[src/rtl/alu_issue_queue.sv]
// Command FIFO and sequencer in front of the 16-bit ALU: issues one command at a
// time, waits the opcode-dependent latency, and returns the registered result with its tag.
module alu_issue_queue #(
  parameter int DEPTH = 4,
  parameter int TAG_W = 4
) (
  input  logic                       clk,
  input  logic                       reset,
  input  logic                       cmd_valid,
  output logic                       cmd_ready,
  input  logic [15:0]                cmd_a,
  input  logic [15:0]                cmd_b,
  input  logic [3:0]                 cmd_op,
  input  logic [TAG_W-1:0]           cmd_tag,
  output logic [15:0]                alu_a,
  output logic [15:0]                alu_b,
  output logic [3:0]                 alu_op,
  input  logic [31:0]                alu_result,
  output logic                       rsp_valid,
  input  logic                       rsp_ready,
  output logic [31:0]                rsp_result,
  output logic [TAG_W-1:0]           rsp_tag,
  output logic                       rsp_err,
  output logic [$clog2(DEPTH):0]     count
);

  // Handshakes: a transfer happens on a rising edge where valid & ready are both 1;
  // the producer holds its payload stable while valid & !ready.

  localparam int PTR_W = $clog2(DEPTH);
  localparam int CNT_W = PTR_W + 1;
  localparam logic [3:0] OP_IDLE = 4'b1111;

  typedef enum logic [1:0] {
    IDLE = 2'd0,
    WAIT = 2'd1,
    RESP = 2'd2
  } state_t;

  state_t state, next_state;

  logic [15:0]      a_mem   [DEPTH];
  logic [15:0]      b_mem   [DEPTH];
  logic [3:0]       op_mem  [DEPTH];
  logic [TAG_W-1:0] tag_mem [DEPTH];

  logic [PTR_W-1:0] wr_ptr, rd_ptr;
  logic [1:0]       wcnt;
  logic [TAG_W-1:0] cur_tag;
  logic             cur_err;

  logic push, pop, capture, empty;
  logic [15:0] head_a, head_b;
  logic [3:0]  head_op;
  logic        head_err;

  function automatic logic [1:0] lat_of(input logic [3:0] op);
    return (op == 4'b0010 || op == 4'b0011) ? 2'd2 : 2'd1;
  endfunction

  assign empty     = (count == '0);
  assign cmd_ready = (count < CNT_W'(DEPTH));
  assign push      = cmd_valid & cmd_ready;
  assign head_a    = a_mem[rd_ptr];
  assign head_b    = b_mem[rd_ptr];
  assign head_op   = op_mem[rd_ptr];
  assign head_err  = (head_op > 4'b1010) || (head_op == 4'b0011 && head_b == 16'd0);

  always_ff @(posedge clk or negedge reset) begin
    if (!reset) state <= IDLE;
    else        state <= next_state;
  end

  always_comb begin
    next_state = state;
    pop        = 1'b0;
    capture    = 1'b0;
    case (state)
      IDLE: begin
        if (!empty) begin
          pop        = 1'b1;
          next_state = WAIT;
        end
      end
      WAIT: begin
        if (wcnt == 2'd0) begin
          capture    = 1'b1;
          next_state = RESP;
        end
      end
      RESP: begin
        if (rsp_ready) begin
          if (!empty) begin
            pop        = 1'b1;
            next_state = WAIT;
          end else begin
            next_state = IDLE;
          end
        end
      end
      default: next_state = IDLE;
    endcase
  end

  // Storage carries no reset: occupancy and pointers alone define valid entries.
  always_ff @(posedge clk) begin
    if (push) begin
      a_mem[wr_ptr]   <= cmd_a;
      b_mem[wr_ptr]   <= cmd_b;
      op_mem[wr_ptr]  <= cmd_op;
      tag_mem[wr_ptr] <= cmd_tag;
    end
  end

  always_ff @(posedge clk or negedge reset) begin
    if (!reset) begin
      wr_ptr <= '0;
      rd_ptr <= '0;
      count  <= '0;
    end else begin
      if (push) wr_ptr <= wr_ptr + PTR_W'(1);
      if (pop)  rd_ptr <= rd_ptr + PTR_W'(1);
      case ({push, pop})
        2'b10:   count <= count + CNT_W'(1);
        2'b01:   count <= count - CNT_W'(1);
        default: count <= count;
      endcase
    end
  end

  always_ff @(posedge clk or negedge reset) begin
    if (!reset) begin
      alu_a      <= '0;
      alu_b      <= '0;
      alu_op     <= OP_IDLE;
      wcnt       <= '0;
      cur_tag    <= '0;
      cur_err    <= 1'b0;
      rsp_valid  <= 1'b0;
      rsp_result <= '0;
      rsp_tag    <= '0;
      rsp_err    <= 1'b0;
    end else begin
      if (pop) begin
        alu_a   <= head_a;
        alu_b   <= head_b;
        alu_op  <= head_op;
        cur_tag <= tag_mem[rd_ptr];
        cur_err <= head_err;
        wcnt    <= lat_of(head_op);
      end else if (state == WAIT && wcnt != 2'd0) begin
        wcnt <= wcnt - 2'd1;
      end
      if (capture) begin
        rsp_result <= alu_result;
        rsp_tag    <= cur_tag;
        rsp_err    <= cur_err;
        rsp_valid  <= 1'b1;
        alu_op     <= OP_IDLE;
      end else if (state == RESP && rsp_ready) begin
        rsp_valid <= 1'b0;
      end
    end
  end

endmodule

[config.mk]
export PLATFORM = sky130hd
export DESIGN_NAME = alu_issue_queue
export DESIGN_NICKNAME = d
export VERILOG_FILES = /design/src/rtl/alu_issue_queue.sv
export SDC_FILE = /design/constraint.sdc
export NUM_CORES = 1
export LEC_CHECK = 0
export ABC_AREA = 1
export CAP_MARGIN = 0
export CELL_PAD_IN_SITES_DETAIL_PLACEMENT = 0
export CELL_PAD_IN_SITES_GLOBAL_PLACEMENT = 1
export CORE_UTILIZATION = 39
export CTS_CLUSTER_DIAMETER = 40
export DETAILED_ROUTE_END_ITERATION = 12
export GPL_TIMING_DRIVEN = 0
export PLACE_DENSITY = 0.73
export SLEW_MARGIN = 15
export SYNTH_ARGS = -nofsm -noshare
export SYNTH_HDL_FRONTEND = slang
export SYNTH_SLANG_ARGS = --single-unit
[constraint.sdc]
create_clock -name clk -period 2.7 [get_ports clk]
set_input_delay 0.54 -clock clk [delete_from_list [all_inputs] [get_ports clk]]
set_output_delay 0.54 -clock clk [all_outputs]
set_load 0.005 [all_outputs]
==> key figures <==
Synthesis
  • Post-synthesis register bit count: 250
  • Cell Area, Synth: 0.009656 mm^2
  • Synth cell types: 32
  • Mapped Avg Cell Area: 12.74 um^2
  • Post-Synthesis Cells: 758
  • Sequential share of the synthesized area: 0.7314
  • Yosys top cell by area: edfxtp_1
  • Syn_nets: 841
  • Yosys warns: 0
  • Top cells by area, synth: edfxtp_1, dfrtp_1, nand2_1
  • Top cell type's share of synthesized area: 0.4976

Critical path
  • Critical Path Most Common Cell: clkbuf_4
  • R2R Setup Slk: 0.30 ns
  • Crit path buf inv count: 4
  • Critical path, cell by cell: clkdlybuf4s50_1, o21ai_1, nor2_2, clkbuf_4, clkbuf_4, ha_1, inv_1, fa_1, a21oi_1, o21ai_0, xor2_1
  • Critical path type: input pin to register
  • Delay of the slowest critical-path stage: 0.51 ns
  • CP top delay family: buffers and inverters
  • CP Launch Type: input pin
  • CP max FO: 10
  • Crit path required time: 3.07 ns
  • Crit path DAT: 2.89 ns
  • Worst r2r path cells: 11
  • Worst path slowest cell: clkdlybuf4s50_1
  • Critical Path Sink Type: register
  • Critical Path Stages: 11

STA
  • Hold Vio Cnt, Final: 0
  • Fmax: 397.3 MHz
  • Tmin final: 2.517 ns
  • Max Slew Vio Count: 0
  • Fin crit share: 0.9323
  • Hold_ws: 0.4548 ns
  • Slew Limit Headroom: 0.5695
  • Final setup violating endpoints: 0
  • Setup TNS: 0 ns
  • Worst Skew: 0.01851 ns
  • Slew of the pin with the lowest slew margin: 0.6443 ns

Floorplanning
  • Die Area: 0.02539 mm^2
  • Cell Rows: 57
  • Initial Utilization: 0.3970
  • Die Span Y: 159.3 um
  • Core area: 0.02432 mm^2
  • # IOs: 154
  • Die Span X: 159.3 um

Cells and area
  • NumNets Final: 1041
  • Diode count: 0
  • Share of layout cells above drive strength 1: 0.1581
  • Final instance area: 0.01315 mm^2
  • Area growth from synthesis to layout: 36.22%

Place
  • GP Congestion: 0.7071
  • Area post-placement: 0.01179 mm^2
  • Hpwl dp: 14280 um
  • PortBufs: 153

Power and ir drop
  • Int Pwr: 11130 uW
  • Max IR drop VDD: 0.5558 mV
  • Leakage: 0.005089 uW
  • Sw Ratio: 0.3153
  • Power Dens Cells: 1236 mW/mm^2
  • Comb power frac: 0.341
  • NetSw: 5125 uW
  • Clock share of power: 0.312
  • Sequential fraction of design power: 0.347

Clock network
  • Clock root buffer: clkbuf_16
  • Clk slew on worst S/H paths: 0.06 ns
  • Clk sinks: 250
  • Bufs on Longest Clock Path: 3
  • H-tree depth: 2
  • CTS tree: built
  • Clk Latency, worst-skew pair: 0.51 ns
  • Total CTS buffers: 37
  • # Post-CTS Setup Buffers: 0

Drt
  • Drc violations: 0
  • Drt total wl: 21910 um
  • Post-route ant nets: 0
  • Via count: 6242
  • Vias per inst: 4.761
  • First-pass iteration count of the detailed router: 5
  • Initial DRC count: 447
  • Wire per inst: 16.71 um

Global routing
  • GRT Overall Usage: 0.1758
  • Gr ovfl total: 0
  • Vias in the first global route: 6228
  • Largest net degree at the start of global routing: 73
  • First-pass GRT wire length: 34380 um
  • Initial antenna violation count: 1

Job
  • Number of max-cap violations: 0

Status
  • Status: finished, final reports clean

Hold path
  • HP Class: input pin to asynchronous set/reset pin
[layout by cell type, fill, tap and decap left out, types with 2 or more instances in the layout]
cell type        netlist  final
inv_1                 21     21
bufinv_16              0      6
clkbuf_16              0     39
buf_2                 20     18
clkdlybuf4s50_1        0    152
clkinv_2               0      4
o22ai_1                4      4
clkinv_4               0      4
edfxtp_1             160    160
buf_6                  9     10
buf_4                  6      6
buf_16                 0      4
buf_12                 0      3
clkbuf_8               0      4
a21oi_1                2      2
ha_1                   6      6
nor2_4                 0      4
dfrtp_1               86     86
dfstp_2                4      4
inv_6                  0      5
mux2_2                33     33
clkinvlp_4             0      3
a31oi_1               16     16
inv_2                  5      5
nor2_1               101     97
nand3_1               38     38
o211ai_1               4      4
clkbuf_4               0      2
clkbuf_1               3      6
nand2_1              152    152
o21ai_1               15     15
o21ai_0               57     57
xor2_1                 5      5
[synthesized netlist by cell type]
library cell / instances
a21oi_1: 2
a22oi_1: 1
a31oi_1: 16
buf_1: 1
buf_2: 20
buf_4: 6
buf_6: 9
clkbuf_1: 3
clkinv_1: 1
dfrtp_1: 86
dfstp_2: 4
edfxtp_1: 160
fa_1: 1
ha_1: 6
inv_1: 21
inv_2: 5
mux2_2: 33
nand2_1: 152
nand2_2: 1
nand3_1: 38
nand3b_1: 1
nand4_1: 1
nor2_1: 101
nor2_2: 1
nor3_1: 1
o211ai_1: 4
o21a_1: 1
o21ai_0: 57
o21ai_1: 15
o22ai_1: 4
xnor2_1: 1
xor2_1: 5
[metrics by stage]
step | total power, uW | setup slack, ns | util | std cells
global route | 17250 | -0.0008442 | 0.5408 | 1311
finish | 16250 | 0.1829 | 0.5408 | 1311
detailed placement | 11330 | -0.4740 | 0.4850 | 1242
global placement | 11150 | -2.679 | 0.4767 | 1235
floorplan | 8685 | -0.1444 | - | 758
CTS | 16450 | 0.01203 | 0.5406 | 1311
[state kept, by name (all words and copies together), names as in the netlist]
signal and count:
rsp_valid 1, alu_op 4, rsp_err 1, cur_err 1
tag_mem 16, count 3, a_mem 64, state 2
wcnt 2, wr_ptr 2, rsp_tag 4, b_mem 64
rd_ptr 2, alu_b 16, op_mem 16, rsp_result 32
alu_a 16, cur_tag 4
[power groups by stage]
| stage | Clock (uW) | Sequential [uW] | Combinational [uW] |
|---|---|---|---|
| floorplan | 0 | 5700 | 2980 |
| global placement | 0 | 5740 | 5410 |
| detailed placement | 0 | 5720 | 5610 |
| CTS | 5170 | 5650 | 5630 |
| global route | 5330 | 5760 | 6160 |
| finish | 5080 | 5640 | 5540 |
[path summary, 6_finish.rpt]
| kind | startpoint | to |
|---|---|---|
| worst min-delay path | reset | alu_b[9]$_DFFE_PN0P_ |
| max in group asynchronous | reset | alu_a[12]$_DFFE_PN0P_ |
| worst max register to register | state[1]$_DFFE_PN0P_ | count[2]$_DFFE_PN0P_ |
| min in group clk | alu_b[1]$_DFFE_PN0P_ | alu_b[1]$_DFFE_PN0P_ |
| worst max-delay path | rsp_ready | count[2]$_DFFE_PN0P_ |
| worst min register to register | alu_b[1]$_DFFE_PN0P_ | alu_b[1]$_DFFE_PN0P_ |
[layer usage]
metal / routed length (um) / track usage / vias up
met1: 9869 / 0.2333 / 2938
met2: 9935 / 0.2823 / 221
li1: - / - / 3030
met5: 17 / 0 / -
met4: 617 / 0.06818 / 2
met3: 1470 / 0.03907 / 51
[cell type report]
type	count	area, um^2
clock buffer	46	1042
multi-input combinational	442	2261
buffer	39	266.5
inverter	27	101.3
clock inverter	22	301.5
sequential	250	7062
fill	2074	11170
timing repair buffer	161	1713
tap	324	405.4
[cell families after synthesis]
family                     share of synthesized area
AOI/OAI and AO/OA                            0.05598
xor gates and xnor gates                    0.005442
adders and majority gates                   0.009848
buffers and inverters                        0.03758
DFF                                           0.7314
muxes                                        0.03849
and+or+nand+nor                               0.1213
[repair_timing]
item / CTS / global route
gates resized for setup: 0 / 2
hold buffers: 1 / 0
hold endpoints to repair: 18 / 0
setup endpoints to repair: 0 / 1
Note: power is estimated with default switching activity, not from simulation.
